===== src/rtl/gcbp_bram_ring_addr_gen_if.sv =====
// Signal bundle between GCBP line timing, the slot/address generator and the BRAM/correlator side.
// The master drives line/frame timing and correlator status; the slave returns slot indices, write strobes and status.
interface gcbp_bram_ring_addr_gen_if #(
  parameter int C_LINE_CNT_WIDTH = 10,
  parameter int C_ADDR_WIDTH     = 9,
  parameter int C_SLOT_W         = 2
);
  logic                        i_valid_subimage_line;
  logic [C_LINE_CNT_WIDTH-1:0] i_line_cnt;
  logic [C_LINE_CNT_WIDTH-1:0] i_subimage_start_line_num;
  logic                        i_new_line;
  logic                        i_new_frame;
  logic                        i_corr_busy;
  logic [C_SLOT_W-1:0]         o_next_slot;
  logic [C_SLOT_W-1:0]         o_curr_slot;
  logic [C_SLOT_W-1:0]         o_prev_slot;
  logic [C_ADDR_WIDTH-1:0]     o_write_addr;
  logic                        o_write_en;
  logic                        o_frame_ready;
  logic                        o_frame_dropped;
  logic [1:0]                  o_valid_frames;
  logic                        o_line_overflow;

  modport master (
    output i_valid_subimage_line, i_line_cnt, i_subimage_start_line_num,
           i_new_line, i_new_frame, i_corr_busy,
    input  o_next_slot, o_curr_slot, o_prev_slot, o_write_addr, o_write_en,
           o_frame_ready, o_frame_dropped, o_valid_frames, o_line_overflow
  );

  modport slave (
    input  i_valid_subimage_line, i_line_cnt, i_subimage_start_line_num,
           i_new_line, i_new_frame, i_corr_busy,
    output o_next_slot, o_curr_slot, o_prev_slot, o_write_addr, o_write_en,
           o_frame_ready, o_frame_dropped, o_valid_frames, o_line_overflow
  );
endinterface


===== src/rtl/gcbp_bram_ring_addr_gen.sv =====
// Ring of C_NUM_SLOTS frame slots: rotates the write slot on complete frames while the correlator is idle,
// drops incomplete/blocked frames, and issues a registered BRAM write address per accepted subimage line.
module gcbp_bram_ring_addr_gen #(
  parameter int C_NUM_SLOTS          = 3,
  parameter int C_SLOT_OFFSET        = 128,
  parameter int C_LINES_PER_SUBIMAGE = 64,
  parameter int C_ADDR_WIDTH         = 9,
  parameter int C_LINE_CNT_WIDTH     = 10
) (
  input  logic                  i_clk,
  input  logic                  i_resetn,
  gcbp_bram_ring_addr_gen_if.slave bus
);
  localparam int C_SLOT_W = $clog2(C_NUM_SLOTS);
  localparam int C_CNT_W  = $clog2(C_LINES_PER_SUBIMAGE + 1);

  localparam logic [C_SLOT_W-1:0]       C_LAST_SLOT = C_SLOT_W'(C_NUM_SLOTS - 1);
  localparam logic [C_SLOT_W-1:0]       C_PREV_ADJ  = C_SLOT_W'(C_NUM_SLOTS - 2);
  localparam logic [C_CNT_W-1:0]        C_LINES_CNT = C_CNT_W'(C_LINES_PER_SUBIMAGE);
  localparam logic [C_LINE_CNT_WIDTH:0] C_LINES_EXT = (C_LINE_CNT_WIDTH + 1)'(C_LINES_PER_SUBIMAGE);
  localparam logic [C_ADDR_WIDTH-1:0]   C_OFFSET_A  = C_ADDR_WIDTH'(C_SLOT_OFFSET);

  logic [C_SLOT_W-1:0]         wp_q, wp_d;
  logic [C_CNT_W-1:0]          acc_cnt_q, acc_cnt_d;
  logic [C_ADDR_WIDTH-1:0]     write_addr_q, write_addr_d;
  logic                        write_en_q, write_en_d;
  logic                        frame_ready_q, frame_ready_d;
  logic                        frame_dropped_q, frame_dropped_d;
  logic [1:0]                  valid_frames_q, valid_frames_d;
  logic                        line_overflow_q, line_overflow_d;

  logic [C_LINE_CNT_WIDTH-1:0] diff;
  logic [C_CNT_W-1:0]          cnt_base;
  logic                        line_req, line_ok, frame_complete, rotate;

  // All o_* strobes are single-cycle pulses registered one cycle after the triggering input; no backpressure.
  always_comb begin
    diff            = bus.i_line_cnt - bus.i_subimage_start_line_num;
    line_req        = bus.i_new_line & bus.i_valid_subimage_line;
    line_ok         = line_req & ({1'b0, diff} < C_LINES_EXT);
    frame_complete  = (acc_cnt_q == C_LINES_CNT);
    rotate          = bus.i_new_frame & frame_complete & ~bus.i_corr_busy;

    wp_d            = wp_q;
    valid_frames_d  = valid_frames_q;
    if (rotate) begin
      wp_d = (wp_q == C_LAST_SLOT) ? '0 : wp_q + C_SLOT_W'(1);
      if (valid_frames_q != 2'd2) valid_frames_d = valid_frames_q + 2'd1;
    end

    // The frame boundary wins: a coincident line becomes line 1 of the new frame in the post-rotation slot.
    cnt_base        = bus.i_new_frame ? '0 : acc_cnt_q;
    acc_cnt_d       = cnt_base;
    if (line_ok && cnt_base != C_LINES_CNT) acc_cnt_d = cnt_base + C_CNT_W'(1);

    write_addr_d    = write_addr_q;
    if (line_ok) write_addr_d = C_ADDR_WIDTH'(wp_d) * C_OFFSET_A + C_ADDR_WIDTH'(diff);

    write_en_d      = line_ok;
    frame_ready_d   = rotate;
    frame_dropped_d = bus.i_new_frame & ~rotate;
    line_overflow_d = line_overflow_q | (line_req & ~line_ok);
  end

  always_ff @(posedge i_clk) begin
    if (i_resetn) begin
      wp_q            <= '0;
      acc_cnt_q       <= '0;
      write_addr_q    <= '0;
      write_en_q      <= 1'b0;
      frame_ready_q   <= 1'b0;
      frame_dropped_q <= 1'b0;
      valid_frames_q  <= 2'd0;
      line_overflow_q <= 1'b0;
    end else begin
      wp_q            <= wp_d;
      acc_cnt_q       <= acc_cnt_d;
      write_addr_q    <= write_addr_d;
      write_en_q      <= write_en_d;
      frame_ready_q   <= frame_ready_d;
      frame_dropped_q <= frame_dropped_d;
      valid_frames_q  <= valid_frames_d;
      line_overflow_q <= line_overflow_d;
    end
  end

  assign bus.o_next_slot     = wp_q;
  assign bus.o_curr_slot     = (wp_q == '0) ? C_LAST_SLOT : wp_q - C_SLOT_W'(1);
  assign bus.o_prev_slot     = (wp_q >= C_SLOT_W'(2)) ? wp_q - C_SLOT_W'(2) : wp_q + C_PREV_ADJ;
  assign bus.o_write_addr    = write_addr_q;
  assign bus.o_write_en      = write_en_q;
  assign bus.o_frame_ready   = frame_ready_q;
  assign bus.o_frame_dropped = frame_dropped_q;
  assign bus.o_valid_frames  = valid_frames_q;
  assign bus.o_line_overflow = line_overflow_q;
endmodule


===== src/flat_wrapper.sv =====
// flat-port wrapper written by rule: the top's interface ports become plain ports
module gcbp_bram_ring_addr_gen_flat 
#(
  parameter int C_NUM_SLOTS          = 3,
  parameter int C_SLOT_OFFSET        = 128,
  parameter int C_LINES_PER_SUBIMAGE = 64,
  parameter int C_ADDR_WIDTH         = 9,
  parameter int C_LINE_CNT_WIDTH     = 10
)
  (i_clk, i_resetn, bus_i_valid_subimage_line, bus_i_line_cnt, bus_i_subimage_start_line_num, bus_i_new_line, bus_i_new_frame, bus_i_corr_busy, bus_o_next_slot, bus_o_curr_slot, bus_o_prev_slot, bus_o_write_addr, bus_o_write_en, bus_o_frame_ready, bus_o_frame_dropped, bus_o_valid_frames, bus_o_line_overflow);
  gcbp_bram_ring_addr_gen_if #(.C_LINE_CNT_WIDTH(C_LINE_CNT_WIDTH), .C_ADDR_WIDTH(C_ADDR_WIDTH)) bus_i ();
  input  logic i_clk;
  input  logic i_resetn;
  input wire logic [$bits(bus_i.i_valid_subimage_line)-1:0] bus_i_valid_subimage_line;
  input wire logic [$bits(bus_i.i_line_cnt)-1:0] bus_i_line_cnt;
  input wire logic [$bits(bus_i.i_subimage_start_line_num)-1:0] bus_i_subimage_start_line_num;
  input wire logic [$bits(bus_i.i_new_line)-1:0] bus_i_new_line;
  input wire logic [$bits(bus_i.i_new_frame)-1:0] bus_i_new_frame;
  input wire logic [$bits(bus_i.i_corr_busy)-1:0] bus_i_corr_busy;
  output wire logic [$bits(bus_i.o_next_slot)-1:0] bus_o_next_slot;
  output wire logic [$bits(bus_i.o_curr_slot)-1:0] bus_o_curr_slot;
  output wire logic [$bits(bus_i.o_prev_slot)-1:0] bus_o_prev_slot;
  output wire logic [$bits(bus_i.o_write_addr)-1:0] bus_o_write_addr;
  output wire logic [$bits(bus_i.o_write_en)-1:0] bus_o_write_en;
  output wire logic [$bits(bus_i.o_frame_ready)-1:0] bus_o_frame_ready;
  output wire logic [$bits(bus_i.o_frame_dropped)-1:0] bus_o_frame_dropped;
  output wire logic [$bits(bus_i.o_valid_frames)-1:0] bus_o_valid_frames;
  output wire logic [$bits(bus_i.o_line_overflow)-1:0] bus_o_line_overflow;
  assign bus_i.i_valid_subimage_line = bus_i_valid_subimage_line;
  assign bus_i.i_line_cnt = bus_i_line_cnt;
  assign bus_i.i_subimage_start_line_num = bus_i_subimage_start_line_num;
  assign bus_i.i_new_line = bus_i_new_line;
  assign bus_i.i_new_frame = bus_i_new_frame;
  assign bus_i.i_corr_busy = bus_i_corr_busy;
  assign bus_o_next_slot = bus_i.o_next_slot;
  assign bus_o_curr_slot = bus_i.o_curr_slot;
  assign bus_o_prev_slot = bus_i.o_prev_slot;
  assign bus_o_write_addr = bus_i.o_write_addr;
  assign bus_o_write_en = bus_i.o_write_en;
  assign bus_o_frame_ready = bus_i.o_frame_ready;
  assign bus_o_frame_dropped = bus_i.o_frame_dropped;
  assign bus_o_valid_frames = bus_i.o_valid_frames;
  assign bus_o_line_overflow = bus_i.o_line_overflow;
  gcbp_bram_ring_addr_gen #(.C_NUM_SLOTS(C_NUM_SLOTS), .C_SLOT_OFFSET(C_SLOT_OFFSET), .C_LINES_PER_SUBIMAGE(C_LINES_PER_SUBIMAGE), .C_ADDR_WIDTH(C_ADDR_WIDTH), .C_LINE_CNT_WIDTH(C_LINE_CNT_WIDTH)) u_core (.i_clk(i_clk), .i_resetn(i_resetn), .bus(bus_i));
endmodule

===== config.mk =====
export PLATFORM = sky130hd
export DESIGN_NAME = gcbp_bram_ring_addr_gen_flat
export DESIGN_NICKNAME = d
export VERILOG_FILES = /design/src/rtl/gcbp_bram_ring_addr_gen_if.sv /design/src/rtl/gcbp_bram_ring_addr_gen.sv /design/src/flat_wrapper.sv
export SDC_FILE = /design/constraint.sdc
export NUM_CORES = 1
export LEC_CHECK = 0
export ABC_AREA = 1
export CORE_MARGIN = 8
export CORE_UTILIZATION = 44
export CTS_CLUSTER_SIZE = 20
export DETAILED_ROUTE_END_ITERATION = 16
export PLACE_DENSITY = 0.77
export SYNTH_ARGS = -nofsm -noshare
export SYNTH_HDL_FRONTEND = slang
export SYNTH_SLANG_ARGS = --single-unit

===== constraint.sdc =====
create_clock -name i_clk -period 2.1 [get_ports i_clk]
set_input_delay 0.42 -clock i_clk [delete_from_list [all_inputs] [get_ports i_clk]]
set_output_delay 0.42 -clock i_clk [all_outputs]
set_load 0.03 [all_outputs]

==> reports/results.ini, run 1 <==
[status]
status=complete, but fails checks
violations=negative setup slack

[die]
fp.dieH_um=79.2
start_util_pct=44.9
die_area_sq_um=6270
core_sq_um=3910
die_w_um=79.2
num_rows=23
io-pin-count=47

[grt]
grt_max_degree=15
grt_pass1_vias=1923
globalRouteOverflowTotal=0
antenna_found_initial=0
grt_pass1_wl_um=7880
grt_usage_pct=15.2

[worst_setup_path]
worst-path-buf-inv=2
cp-end-kind=flip-flop
cp.required_ps=2320
max_stage_delay_ps=490
cp_max_fo=6
crit_family=simple AND/OR/NAND/NOR gates
crit_chain=clkdlybuf4s50_1 -> ha_4 -> nand2_2 -> a21oi_1 -> nor2_1 -> nand3_1 -> nand2_1 -> nand2_2 -> nor2_8 -> buf_6 -> nand4_1 -> a21oi_2
slowest_stage=clkdlybuf4s50_1
worst_setup_path_start_kind=input port
path_common_cell=nand2_2
critical_path_arrival_ps=2330
critPathKind=input port to flip-flop

[power]
leakage_nw=1.37
p_per_area_nw_per_um2=447
ir_worst_vdd_uv=294
power_mw=1.30

[cells_and_area]
layout-drive-gt1-share_pct=31.5
syn2layout_area_growth_pct=65.4
layout.nets=390
nFillCells=288
regArea_sq_um=480
multi_input_comb_area_sq_um=1330
final_cell_mix=nand2_1 (57), inv_1 (41), buf_4 (28), clkdlybuf4s50_1 (26), dfxtp_1 (24)
stdcell_count=396
antennaDiodeCount=0
final_common_cell=nand2_1

[place]
port_buffers=46
post-dp-hpwl_um=3540
dp_cells=384
routabilityCongestion=0.870

[sta]
setup_ws_ps=-12.8
hold_viol=0
max_slew_margin_pct=64.6
fin_crit_sh_pct=101
worst_pin_slew_ps=531
max_freq_ghz=0.473
finalMaxSlewViolations=0
fin_crit_ps=2110
clock_skew_ps=4.84
timing.hold.ws_ps=424
rsz0062_at_grt=true
setup_violations=2
tns_ps=-15.9

[synthesis]
yosysTopAreaCell=dfxtp_1
syn-cell-area_sq_um=1760
synth_seq_cells=24
synthTopCellsByArea=dfxtp_1 (27%), nand2_1 (16%), ha_1 (11%)
synth_top_area_share_pct=27.4
synth_nets=308
ys_warn_count=0
async_reset_ff_share_pct=0
yosys.cell_types.count=29
synth-seq-area-share_pct=27.4
syn_inst=265
synth-main-ff-cell=dfxtp_1
syn_area_per_cell_sq_um=6.62
synth_edf_count=0

[cts]
clk_latency_ps=270
cts_tree=done
cts.path.max_buffers=2
clk_pin_slew_ps=90
root_buffer=clkbuf_8
cts_max_level=1
cts.sink_count=24
cts_inserted_buffers=3

[drt]
post-route-drc-count=0
via_count=1934
viasPerCell=4.88
drtPass1Iterations=4
routed_wl_um=5020
wl_per_cell_um=12.7
ant_nets=0
detail_route.iter0.violations=70

[hold_path]
hold_path_class=input port to flip-flop

[run]
cap_violations=0

[Yosys cell counts (2+ instances only)]
| cell | number |
|---|---|
| nand2_1 | 73 |
| inv_1 | 52 |
| nor2_1 | 28 |
| dfxtp_1 | 24 |
| ha_1 | 16 |
| a21oi_1 | 13 |
| nand3_1 | 10 |
| nand4_1 | 8 |
| xor2_1 | 6 |
| a21oi_2 | 5 |
| o21ai_0 | 4 |
| xnor2_1 | 4 |
| nor3_1 | 3 |
| nand2_2 | 2 |
| nand3b_1 | 2 |
| or2_1 | 2 |
[stage by stage]
step	setup slack [ps]	utilization, %	cell area (sq um)
5_1_grt	-129	74.2	2900
6_report	-12.8	74.2	2900
3_3_place_gp	-728	63.4	2480
4_1_cts	1.52	71.3	2790
3_5_place_dp	-823	63.4	2480
2_1_floorplan	-31.3	-	1790
[state kept, by name, indices dropped and copies added, names as in the netlist]
signal	cells
u_core.bus.o_write_en	1
u_core.bus.o_write_addr	9
u_core.bus.o_line_overflow	1
u_core.bus.o_frame_ready	1
u_core.acc_cnt_q	7
u_core.bus.o_frame_dropped	1
u_core.bus.o_next_slot	2
u_core.bus.o_valid_frames	2
[metal layers]
metal | vias up | part of all wire [%] | GRT usage [%] | wire (um)
met5 | - | 0 | 0 | 0
met4 | 0 | 2.3 | 7.04 | 114
met3 | 11 | 4.6 | 2.60 | 233
met2 | 50 | 55 | 30.2 | 2740
met1 | 896 | 39 | 14.6 | 1930
li1 | 977 | - | - | -
[cell type report]
type / count / area share (%)
multi-input cells: 185 / 45.9
repair buffers: 78 / 25.0
flip-flops and latches: 24 / 16.6
inverters: 55 / 7.97
well taps: 50 / 2.16
clock buffers: 3 / 1.42
clock inverters: 1 / 1.03
[worst min-delay path: cells and delay by family]
| kind | cells | cell delay (ps) |
|---|---|---|
| fa+ha+maj | 1 | 120 |
| buf+inv | 1 | 80 |
| compound gates | 1 | 50 |
[where the power goes]
part	total, mW	internal [mW]	leakage, nW	switching [mW]
Sequential	0.465	0.461	0.194	0.00330
Clock	0.413	0.255	0.0357	0.158
Combinational	0.419	0.200	1.14	0.219
Total	1.30	0.916	1.37	0.380
[kinds of logic (layout without fill, tap and decap cells)]
| kind of cell | after synthesis | count (layout) | synth area share [%] |
|---|---|---|---|
| DFF | 24 | 24 | 27.4 |
| AOI/OAI and AO/OA | 23 | 23 | 7.77 |
| and+or+nand+nor | 133 | 135 | 34.1 |
| xor gates and xnor gates | 10 | 10 | 4.99 |
| buffers and inverters | 58 | 137 | 13.2 |
| adders and majority gates | 17 | 17 | 12.5 |
[worst paths after layout]
kind                                                       start                    endpoint  slack, ps  cells after the start
worst min register to register        u_core.bus.o_write_addr[6]  u_core.bus.o_write_addr[6]        470                      2
worst max register to register               u_core.acc_cnt_q[3]  u_core.bus.o_write_addr[8]        160                     16
worst max-delay path                           bus_i_line_cnt[8]         u_core.acc_cnt_q[3]        -10                     12
worst min-delay path            bus_i_subimage_start_line_num[0]  u_core.bus.o_write_addr[0]        420                      3
[timing repair]
| action | in CTS | in global routing |
|---|---|---|
| hold buffers | 0 | 0 |
| gates cloned | 2 | 0 |
| pin swaps | 39 | 25 |
| buffers inserted | 5 | 1 |
| setup endpoints to repair | 20 | 18 |
| endpoints found under the hold margin | 0 | 0 |
| gates resized for setup | 65 | 33 |
(Power assumes the default switching activity.)
==> run 2, diff against run 1 <==
--- a/config.mk
+++ b/config.mk
@@ -6,11 +6,12 @@
 export NUM_CORES = 1
 export LEC_CHECK = 0
 export ABC_AREA = 1
-export CORE_MARGIN = 8
+export CORE_MARGIN = 10
 export CORE_UTILIZATION = 44
 export CTS_CLUSTER_SIZE = 20
 export DETAILED_ROUTE_END_ITERATION = 16
 export PLACE_DENSITY = 0.77
+export RECOVER_POWER = 25
 export SYNTH_ARGS = -nofsm -noshare
 export SYNTH_HDL_FRONTEND = slang
 export SYNTH_SLANG_ARGS = --single-unit
==> run 2 against run 1 <==
Net effect: the run still ends with negative setup slack left; die area grew 10%; sequential power is essentially flat; critical path depth grew 4; clock skew grew 6.0 ps; critical path type unchanged.
==> reports/results.ini, run 2 (synthesis gave the netlist of run 1 again) <==
[worst_setup_path]
reg2reg_slack_ps=90  ; was 160 ps
worst_setup_path_start_kind=input port  ; unchanged
cp.required_ps=2300  ; was 2320 ps
critical_path_arrival_ps=2330  ; about the same
cp_max_fo=6  ; unchanged
critPathKind=input port to flip-flop  ; unchanged
cp-end-kind=flip-flop  ; unchanged

[drt]
detail_route.iter0.violations=95  ; was 70
routed_wl_um=5170  ; was 5020 um
ant_nets=0  ; unchanged
drtPass1Iterations=4  ; unchanged
via_count=1907  ; was 1934
viasPerCell=4.84  ; was 4.88
post-route-drc-count=0  ; unchanged
wl_per_cell_um=13.1  ; was 12.7 um

[sta]
tns_ps=-37.3  ; was -15.9 ps
finalMaxSlewViolations=0  ; unchanged
rsz0062_at_grt=true  ; unchanged
max_slew_margin_pct=63.0  ; was 64.6%
setup_violations=3  ; was 2
hold_viol=0  ; unchanged
fin_crit_ps=2120  ; was 2110 ps
max_freq_ghz=0.471  ; was 0.473 GHz
timing.hold.ws_ps=418  ; was 424 ps
fin_crit_sh_pct=101  ; about the same
setup_ws_ps=-23.4  ; was -12.8 ps
worst_pin_slew_ps=554  ; was 531 ps
clock_skew_ps=10.8  ; was 4.84 ps

[cells_and_area]
final_common_cell=nand2_1  ; unchanged
syn2layout_area_growth_pct=65.6  ; was 65.4%
largest_register_ffs=9  ; unchanged
final_cell_mix=nand2_1 (53), inv_1 (41), buf_4 (27), dfxtp_1 (24), nor2_1 (23)  ; was nand2_1 (57), inv_1 (41), buf_4 (28), clkdlybuf4s50_1 (26), dfxtp_1 (24)
layout.nets=390  ; unchanged
antennaDiodeCount=0  ; unchanged
layout-drive-gt1-share_pct=31.8  ; was 31.5%

[place]
post-dp-hpwl_um=3540  ; about the same
routabilityCongestion=0.863  ; was 0.870
port_buffers=46  ; unchanged

[cts]
holdBufCountCts=0  ; unchanged
clk_latency_ps=270  ; about the same
cts_inserted_buffers=3  ; unchanged
root_buffer=clkbuf_8  ; unchanged
clk_pin_slew_ps=100  ; was 90 ps
cts_tree=done  ; unchanged
cts.sink_count=24  ; unchanged
cts.path.max_buffers=2  ; unchanged
cts_max_level=1  ; unchanged

[die]
fp.dieH_um=83.2  ; was 79.2 um
die_area_sq_um=6920  ; was 6270 sq um
die_w_um=83.2  ; was 79.2 um
num_rows=22  ; was 23
io-pin-count=47  ; unchanged
start_util_pct=46.5  ; was 44.9%
core_sq_um=3770  ; was 3910 sq um

[grt]
grt_usage_pct=13.6  ; was 15.2%
grt_pass1_wl_um=8310  ; was 7880 um
grt_max_degree=15  ; unchanged
globalRouteOverflowTotal=0  ; unchanged
antenna_found_initial=0  ; unchanged
grt_pass1_vias=1861  ; was 1923

[status]
status=complete, but fails checks  ; unchanged
violations=negative setup slack  ; unchanged

[hold_path]
hold_path_class=input port to flip-flop  ; unchanged

[power]
leakage_nw=1.36  ; was 1.37 nW
p_per_area_nw_per_um2=446  ; was 447 nW/um^2
ir_worst_vdd_uv=245  ; was 294 uV

[run]
cap_violations=0  ; unchanged

## run 2: cell types whose count changed in the layout (fill, tap and decap cells not counted), sizes merged
cell,before,now
clkdlybuf4s50,26,22
dlygate4sd3,0,3
clkdlybuf4s15,0,2
dlygate4sd2,14,16
dlymetal6s2s,3,1
buf,34,33
## run 2: final timing paths
check	endpoint	start	depth (start not counted)
worst max register to register	u_core.bus.o_write_addr[8]	u_core.acc_cnt_q[3]	16
worst min register to register	u_core.bus.o_write_addr[6]	u_core.bus.o_write_addr[6]	2
worst min-delay path	u_core.bus.o_write_addr[0]	bus_i_subimage_start_line_num[0]	3
worst max-delay path	u_core.acc_cnt_q[4]	bus_i_line_cnt[0]	16
## run 2: timing repair
| action | CTS | global route |
|---|---|---|
| setup buffers | 1 | 5 |
| setup endpoints to repair | 20 | 18 |
| gates cloned | 2 | 0 |
| pin swaps | 38 | 28 |
| hold endpoints to repair | 0 | 0 |
| resized for setup | 71 | 34 |
## run 2: cell type report
class,count,area [sq um]
Timing Repair Buffer,78,718
Multi-Input combinational cell,185,1350
Fill cell,250,863
Inverter,55,231
Tap cell,48,60.1
Clock inverter,1,30.0
Clock buffer,3,41.3
Sequential cell,24,480
## run 2: worst max-delay path, cell delays in order
cell and delay, ps:
buf_8 90, inv_12 30, ha_4 150, fa_2 390
inv_2 70, nand2_2 60, nand2_4 70, nand3b_1 90
nand2_1 70, nand2_1 60, nand2_2 70, nand3_4 80
nor2_8 230, buf_6 160, nand4_1 120, a21oi_2 160
## run 2: report_power, final
group	internal (mW)	switching [mW]	leakage, nW
registers	0.461	0.00335	0.194
clock network	0.255	0.157	0.0357
logic	0.198	0.221	1.13
## run 2: stage by stage
step                      area, sq um  cells  power, mW  setup WS [ps]  util, %
after floorplan                  1790    265      0.665          -31.3        -
after global placement           2480    382      0.794           -739     65.7
after detailed placement         2480    382      0.800           -792     65.7
after CTS                        2740    389       1.26           8.41     72.7
after global routing             2910    394       1.36           -145     77.1
final                            2910    394       1.30          -23.4     77.1
## run 2: layer usage
layer	global-route usage (%)	up-vias	wire, um
met5	0	-	0
met4	2.77	0	84
met3	2.83	10	229
met2	25.6	54	2730
met1	15.1	868	2120
li1	-	975	-
